File: src/rtl/writeback_regfile_pkg.sv
// writeback_regfile_pkg: shared pipeline widths, zero-register index and the MEM/WB register layout
package writeback_regfile_pkg;
    localparam int DATA_W = 32;
    localparam int ADDR_W = 5;
    localparam int NREGS  = 32;
    localparam logic [ADDR_W-1:0] REG_ZERO = 5'd0;
    typedef struct packed {
        logic              valid;
        logic              we;
        logic [ADDR_W-1:0] dest;
        logic [DATA_W-1:0] data;
    } memwb_t;
endpackage

File: src/rtl/writeback_regfile_if.sv
// writeback_regfile_if: MEM-side inputs, hazard controls, decode read ports and WB forwarding outputs
// master: pipeline side (drives mem_*, stall, flush, ra1/ra2; observes data*R and wb_*)
// slave:  write-back stage (consumes the above, produces data1R/data2R and wb_valid/wb_we/wb_dest/wb_data)
interface writeback_regfile_if;
    import writeback_regfile_pkg::*;
    logic              mem_valid;
    logic              mem_regwrite;
    logic              mem_memtoreg;
    logic [DATA_W-1:0] mem_rdata;
    logic [DATA_W-1:0] mem_alu;
    logic [ADDR_W-1:0] mem_dest;
    logic              stall;
    logic              flush;
    logic [ADDR_W-1:0] ra1;
    logic [ADDR_W-1:0] ra2;
    logic [DATA_W-1:0] data1R;
    logic [DATA_W-1:0] data2R;
    logic              wb_valid;
    logic              wb_we;
    logic [ADDR_W-1:0] wb_dest;
    logic [DATA_W-1:0] wb_data;
    modport master (
        output mem_valid, mem_regwrite, mem_memtoreg, mem_rdata, mem_alu, mem_dest,
               stall, flush, ra1, ra2,
        input  data1R, data2R, wb_valid, wb_we, wb_dest, wb_data
    );
    modport slave (
        input  mem_valid, mem_regwrite, mem_memtoreg, mem_rdata, mem_alu, mem_dest,
               stall, flush, ra1, ra2,
        output data1R, data2R, wb_valid, wb_we, wb_dest, wb_data
    );
endinterface

File: src/rtl/writeback_regfile_regfile_2r1w.sv
// regfile_2r1w: register array with one write port, two combinational read ports with write bypass, async clear
// ports: clk, rst_n (async active-low clear), we/waddr/wdata (write), ra1/ra2 -> rd1/rd2 (reads)
module regfile_2r1w
    import writeback_regfile_pkg::*;
#(
    parameter int DATA_W = writeback_regfile_pkg::DATA_W,
    parameter int ADDR_W = writeback_regfile_pkg::ADDR_W,
    parameter int NREGS  = writeback_regfile_pkg::NREGS
) (
    input  logic              clk,
    input  logic              rst_n,
    input  logic              we,
    input  logic [ADDR_W-1:0] waddr,
    input  logic [DATA_W-1:0] wdata,
    input  logic [ADDR_W-1:0] ra1,
    input  logic [ADDR_W-1:0] ra2,
    output logic [DATA_W-1:0] rd1,
    output logic [DATA_W-1:0] rd2
);
    logic [DATA_W-1:0] regs_q [NREGS];
    logic [DATA_W-1:0] regs_d [NREGS];

    always_comb begin
        regs_d = regs_q;
        if (we && waddr != REG_ZERO) regs_d[waddr] = wdata;
    end

    always_ff @(posedge clk or negedge rst_n) begin
        if (!rst_n) begin
            for (int i = 0; i < NREGS; i++) regs_q[i] <= '0;
        end else begin
            regs_q <= regs_d;
        end
    end

    // the write being committed this cycle is returned ahead of storage
    always_comb begin
        rd1 = (ra1 == REG_ZERO) ? '0 : (we && waddr == ra1) ? wdata : regs_q[ra1];
        rd2 = (ra2 == REG_ZERO) ? '0 : (we && waddr == ra2) ? wdata : regs_q[ra2];
    end
endmodule

File: src/rtl/writeback_regfile.sv
// writeback_regfile: MEM/WB pipeline register, write-data select, and the general-purpose register file
// ports: clk, rst_n (async active-low), bus (writeback_regfile_if.slave: mem_* inputs, stall/flush,
//        ra1/ra2 -> data1R/data2R, registered wb_valid/wb_we/wb_dest/wb_data)
module writeback_regfile
    import writeback_regfile_pkg::*;
#(
    parameter int DATA_W = writeback_regfile_pkg::DATA_W,
    parameter int ADDR_W = writeback_regfile_pkg::ADDR_W,
    parameter int NREGS  = writeback_regfile_pkg::NREGS
) (
    input  logic                  clk,
    input  logic                  rst_n,
    writeback_regfile_if.slave    bus
);
    memwb_t wb_q;
    memwb_t wb_d;

    // flush beats stall; r0 never raises a write so the bypass cannot leak into $0
    always_comb begin
        wb_d = bus.flush ? '0 : bus.stall ? wb_q : '{
            valid: bus.mem_valid,
            we:    bus.mem_valid & bus.mem_regwrite & (bus.mem_dest != REG_ZERO),
            dest:  bus.mem_dest,
            data:  bus.mem_memtoreg ? bus.mem_rdata : bus.mem_alu
        };
    end

    // async clear drops any pending write, so nothing commits on the reset edge
    always_ff @(posedge clk or negedge rst_n) begin
        if (!rst_n) wb_q <= '0;
        else        wb_q <= wb_d;
    end

    assign bus.wb_valid = wb_q.valid;
    assign bus.wb_we    = wb_q.we;
    assign bus.wb_dest  = wb_q.dest;
    assign bus.wb_data  = wb_q.data;

    regfile_2r1w #(.DATA_W(DATA_W), .ADDR_W(ADDR_W), .NREGS(NREGS)) u_rf (
        .clk   (clk),
        .rst_n (rst_n),
        .we    (wb_q.we),
        .waddr (wb_q.dest),
        .wdata (wb_q.data),
        .ra1   (bus.ra1),
        .ra2   (bus.ra2),
        .rd1   (bus.data1R),
        .rd2   (bus.data2R)
    );
endmodule

File: src/flat_wrapper.sv
// flat-port wrapper written by rule: the top's interface ports become plain ports
module writeback_regfile_flat import writeback_regfile_pkg::*;
#(
    parameter int DATA_W = writeback_regfile_pkg::DATA_W,
    parameter int ADDR_W = writeback_regfile_pkg::ADDR_W,
    parameter int NREGS  = writeback_regfile_pkg::NREGS
)
  (clk, rst_n, bus_mem_valid, bus_mem_regwrite, bus_mem_memtoreg, bus_mem_rdata, bus_mem_alu, bus_mem_dest, bus_stall, bus_flush, bus_ra1, bus_ra2, bus_data1R, bus_data2R, bus_wb_valid, bus_wb_we, bus_wb_dest, bus_wb_data);
  writeback_regfile_if bus_i ();
  input  logic clk;
  input  logic rst_n;
  input wire logic [$bits(bus_i.mem_valid)-1:0] bus_mem_valid;
  input wire logic [$bits(bus_i.mem_regwrite)-1:0] bus_mem_regwrite;
  input wire logic [$bits(bus_i.mem_memtoreg)-1:0] bus_mem_memtoreg;
  input wire logic [$bits(bus_i.mem_rdata)-1:0] bus_mem_rdata;
  input wire logic [$bits(bus_i.mem_alu)-1:0] bus_mem_alu;
  input wire logic [$bits(bus_i.mem_dest)-1:0] bus_mem_dest;
  input wire logic [$bits(bus_i.stall)-1:0] bus_stall;
  input wire logic [$bits(bus_i.flush)-1:0] bus_flush;
  input wire logic [$bits(bus_i.ra1)-1:0] bus_ra1;
  input wire logic [$bits(bus_i.ra2)-1:0] bus_ra2;
  output wire logic [$bits(bus_i.data1R)-1:0] bus_data1R;
  output wire logic [$bits(bus_i.data2R)-1:0] bus_data2R;
  output wire logic [$bits(bus_i.wb_valid)-1:0] bus_wb_valid;
  output wire logic [$bits(bus_i.wb_we)-1:0] bus_wb_we;
  output wire logic [$bits(bus_i.wb_dest)-1:0] bus_wb_dest;
  output wire logic [$bits(bus_i.wb_data)-1:0] bus_wb_data;
  assign bus_i.mem_valid = bus_mem_valid;
  assign bus_i.mem_regwrite = bus_mem_regwrite;
  assign bus_i.mem_memtoreg = bus_mem_memtoreg;
  assign bus_i.mem_rdata = bus_mem_rdata;
  assign bus_i.mem_alu = bus_mem_alu;
  assign bus_i.mem_dest = bus_mem_dest;
  assign bus_i.stall = bus_stall;
  assign bus_i.flush = bus_flush;
  assign bus_i.ra1 = bus_ra1;
  assign bus_i.ra2 = bus_ra2;
  assign bus_data1R = bus_i.data1R;
  assign bus_data2R = bus_i.data2R;
  assign bus_wb_valid = bus_i.wb_valid;
  assign bus_wb_we = bus_i.wb_we;
  assign bus_wb_dest = bus_i.wb_dest;
  assign bus_wb_data = bus_i.wb_data;
  writeback_regfile #(.DATA_W(DATA_W), .ADDR_W(ADDR_W), .NREGS(NREGS)) u_core (.clk(clk), .rst_n(rst_n), .bus(bus_i));
endmodule
File: config.mk
export PLATFORM = sky130hd
export DESIGN_NAME = writeback_regfile_flat
export DESIGN_NICKNAME = d
export VERILOG_FILES = /design/src/rtl/writeback_regfile_pkg.sv /design/src/rtl/writeback_regfile_if.sv /design/src/rtl/writeback_regfile_regfile_2r1w.sv /design/src/rtl/writeback_regfile.sv /design/src/flat_wrapper.sv
export SDC_FILE = /design/constraint.sdc
export NUM_CORES = 2
export LEC_CHECK = 0
export ABC_CLOCK_PERIOD_IN_PS = 5000
export CAP_MARGIN = 40
export CELL_PAD_IN_SITES_DETAIL_PLACEMENT = 0
export CELL_PAD_IN_SITES_GLOBAL_PLACEMENT = 2
export CORE_ASPECT_RATIO = 0.7
export CORE_MARGIN = 2
export CORE_UTILIZATION = 49
export DETAILED_ROUTE_END_ITERATION = 8
export PLACE_DENSITY_LB_ADDON = 0.1
export SETUP_SLACK_MARGIN = 0.5
export SYNTH_ARGS = -nofsm -noshare
export SYNTH_HDL_FRONTEND = slang
export SYNTH_SLANG_ARGS = --single-unit
File: constraint.sdc
create_clock -name clk -period 5 [get_ports clk]
set_input_delay 1 -clock clk [delete_from_list [all_inputs] [get_ports clk]]
set_output_delay 1 -clock clk [all_outputs]
set_load 0.05 [all_outputs]
==> metrics.cfg <==
[power_and_ir_drop]
p_leak_uw = 0.03051
ir_drop_uv = 239.1
power_density_nw_per_um2 = 301.5

[detailed_routing]
wl_per_cell_um = 35.23
first_iter_violations = 4152
dr.pass1.iters = 7
ant_nets = 0
num_vias = 39200
routed_wl_um = 205200
via_per_inst = 6.731
remaining_drc_errors = 0

[final_layout]
finalNonFillerCells = 5823
drive_gt1_share_pct = 45.75
final_area_um2 = 65930
ff_latch_area_um2 = 26600
multiInputGateArea_um2 = 28590
area_delta_synth_final_pct = 15.25
num_antenna_cells = 0
finalNetCount = 4285
fill_cells = 9475
final_util_pct = 57.12

[synthesis]
synth_area_um2 = 57210
synthTopCellsByCount = 1063 x dfrtp_1, 1008 x mux2_2, 376 x mux4_2
synth_edf_count = 0
synth.area.top_cells = dfrtp_1 46%, mux2_2 20%, mux4_2 15%
synth_seq_cells = 1063
synth_most_common_cell = dfrtp_1
synth_fa_ha_area_share_pct = 0
yosys.area_share.simple_pct = 2.681
syn-num-nets = 4182
yosysSeqAreaShare_pct = 46.50
synthMuxAreaShare_pct = 40.12
synth_xor_area_share_pct = 0.1531
synth_top_flop_cell = dfrtp_1
yosysTopAreaCellShare_pct = 46.50
yosys_warnings = 0
postSynthAreaPerCell_um2 = 13.97
synth_top_family_by_area = multiplexers
synth_top_area_cell = dfrtp_1
synth_compound_area_share_pct = 6.531
synth_cells = 4096
synth_cell_types = 50
async_flop_share_pct = 100.0

[timing]
relSlewSlack_pct = 37.48
max_slew.worst_pin.slew_ns = 0.9378
max_freq_mhz = 222.4
skew_ns = 0.01624
rsz0062_at_grt = true
worst_slack_ns = 0.5044
period_share_pct = 89.91
setup_tns_ns = 0
slew_violations = 0
final_hold_viol_count = 0
period_minus_slack_ns = 4.496
setup_violations = 0

[clock_tree]
cts-hold-fix-buffers = 0
clock-sinks = 1063
cts-root-buf = clkbuf_16
cts.path.max_buffers = 3
htreeDepth = 3
insertion_delay_ns = 0.73
clk_pin_slew_ns = 0.06
cts_tree = done
cts_inserted_buffers = 108

[placement]
dp_hpwl_um = 127000
postPlaceCellArea_um2 = 62190
placed_cells = 5624
place_congestion = 0.8359
post-place-ws_ns = 0.3273
io_buffer_count = 188

[setup_path]
cp_data_arrival_time_ns = 3.50
path_class = in -> out
endpoint_kind = output pin
start_kind = primary input
required_ns = 4.00
crit_fanout = 32

[run]
maxCapViolCount = 0

[grt]
grt_overflow_total = 0
grt_util_all_layers_pct = 34.33
grt_pass1_wl_um = 294400
grt_util_met3_pct = 6.311
grt_busiest_layer = met2
grt_use_met2_pct = 51.51
grt_max_degree = 102
grt_util_met1_pct = 50.06
antenna_found_initial = 1
first_global_vias = 38710

[die]
rows = 104
coreArea_um2 = 115400
die-area_um2 = 119500
die_w_um = 412.4
dieHeight_um = 289.9
ioPinCount = 189
start_util_pct = 49.56

[run_status]
status = completed

[hold_path]
hold_path_class = in -> async

layout by cell type, fill, tap and decap left out, drive strengths merged, types with 3 or more instances in the layout:
master / n
inv: 11
o22a: 13
nor2b: 34
a22o: 11
o21bai: 6
buf: 341
o21ai: 70
a22oi: 35
nand3: 10
nor3: 31
nand3b: 5
a2bb2oi: 3
mux2i: 313
mux4: 376
a31oi: 14
a211o: 20
clkinv: 23
or2: 5
a21oi: 125
clkbuf: 158
dfrtp: 1063
o22ai: 70
xnor2: 10
clkinvlp: 3
clkdlybuf4s50: 111
bufinv: 11
nor2: 124
and3: 6
nor4: 19
nand2: 45
mux2: 1008
a211oi: 53
nor3b: 13
a221o: 40
o211ai: 11
nand2b: 13
a221oi: 68
sequential cells by signal, indices dropped and copies added (netlist names):
register	cells
u_core.bus.wb_we	1
u_core.bus.wb_data	32
u_core.bus.wb_valid	1
u_core.u_rf.regs_q	1024
u_core.bus.wb_dest	5
worst paths after layout:
kind                                           from                        to  slack, ns  cells past startpoint
setup / recovery                         bus_ra1[3]            bus_data1R[24]       0.50                      9
hold / removal                                rst_n    u_core.bus.wb_data[25]       0.30                      1
setup reg to reg              u_core.bus.wb_dest[4]   u_core.u_rf.regs_q[427]       1.93                      4
hold reg to reg            u_core.u_rf.regs_q[1019]  u_core.u_rf.regs_q[1019]       0.40                      0
max in group asynchronous                     rst_n   u_core.u_rf.regs_q[308]       3.47                      2
min in group clk           u_core.u_rf.regs_q[1019]  u_core.u_rf.regs_q[1019]       0.40                      0
stage by stage:
stage | hold slack [ns] | total power [uW]
floorplan | 0.4413 | 10340
global placement | 0.3774 | 11460
detailed placement | 0.3827 | 11480
CTS | 0.3522 | 19970
global route | 0.3461 | 20460
finish | 0.2975 | 19880
where the power goes:
part	leakage, uW	switching [uW]	internal (uW)	total, uW
registers	0.0148	140	8750	8890
clock network	0.00180	3660	4880	8540
logic	0.0139	1530	926	2450
layer usage:
layer / vias to the layer above / share of wire, %
li1: 15970 / -
met1: 21160 / 43
met2: 1707 / 45
met3: 364 / 7.5
met4: 0 / 3.9
met5: - / 0
cell type report:
cell class | count | area share [%]
Clock inverter | 42 | 0.7933
Tap cell | 1537 | 2.917
Timing Repair Buffer | 455 | 7.823
Sequential cell | 1063 | 40.35
Multi-Input combinational cell | 2565 | 43.37
Inverter | 6 | 0.03416
Clock buffer | 155 | 4.716
timing repair:
| item | 4_1_cts | 5_1_grt |
|---|---|---|
| cloned | 0 | 0 |
| pin swaps | 2 | 1 |
| buffers inserted | 2 | 0 |
| gates resized for setup | 7 | 12 |
| endpoints found under the setup margin | 23 | 19 |
worst max-delay path, cell delays in order:
cell	delay [ns]
clkdlybuf4s50_1	0.67
xnor2_1	0.16
nand4_1	0.09
buf_4	0.18
o21ai_4	0.16
buf_12	0.35
a211oi_1	0.10
a221o_1	0.47
buf_4	0.28
cells by family (layout without fill, tap and decap cells):
group	count (synthesis)	in the layout
DFF	1063	1063
xor gates and xnor gates	10	10
and+or+nand+nor	315	315
AOI/OAI and AO/OA	543	543
muxes	1697	1697
buffers and inverters	468	658
Note: power is estimated with default switching activity, not from simulation.
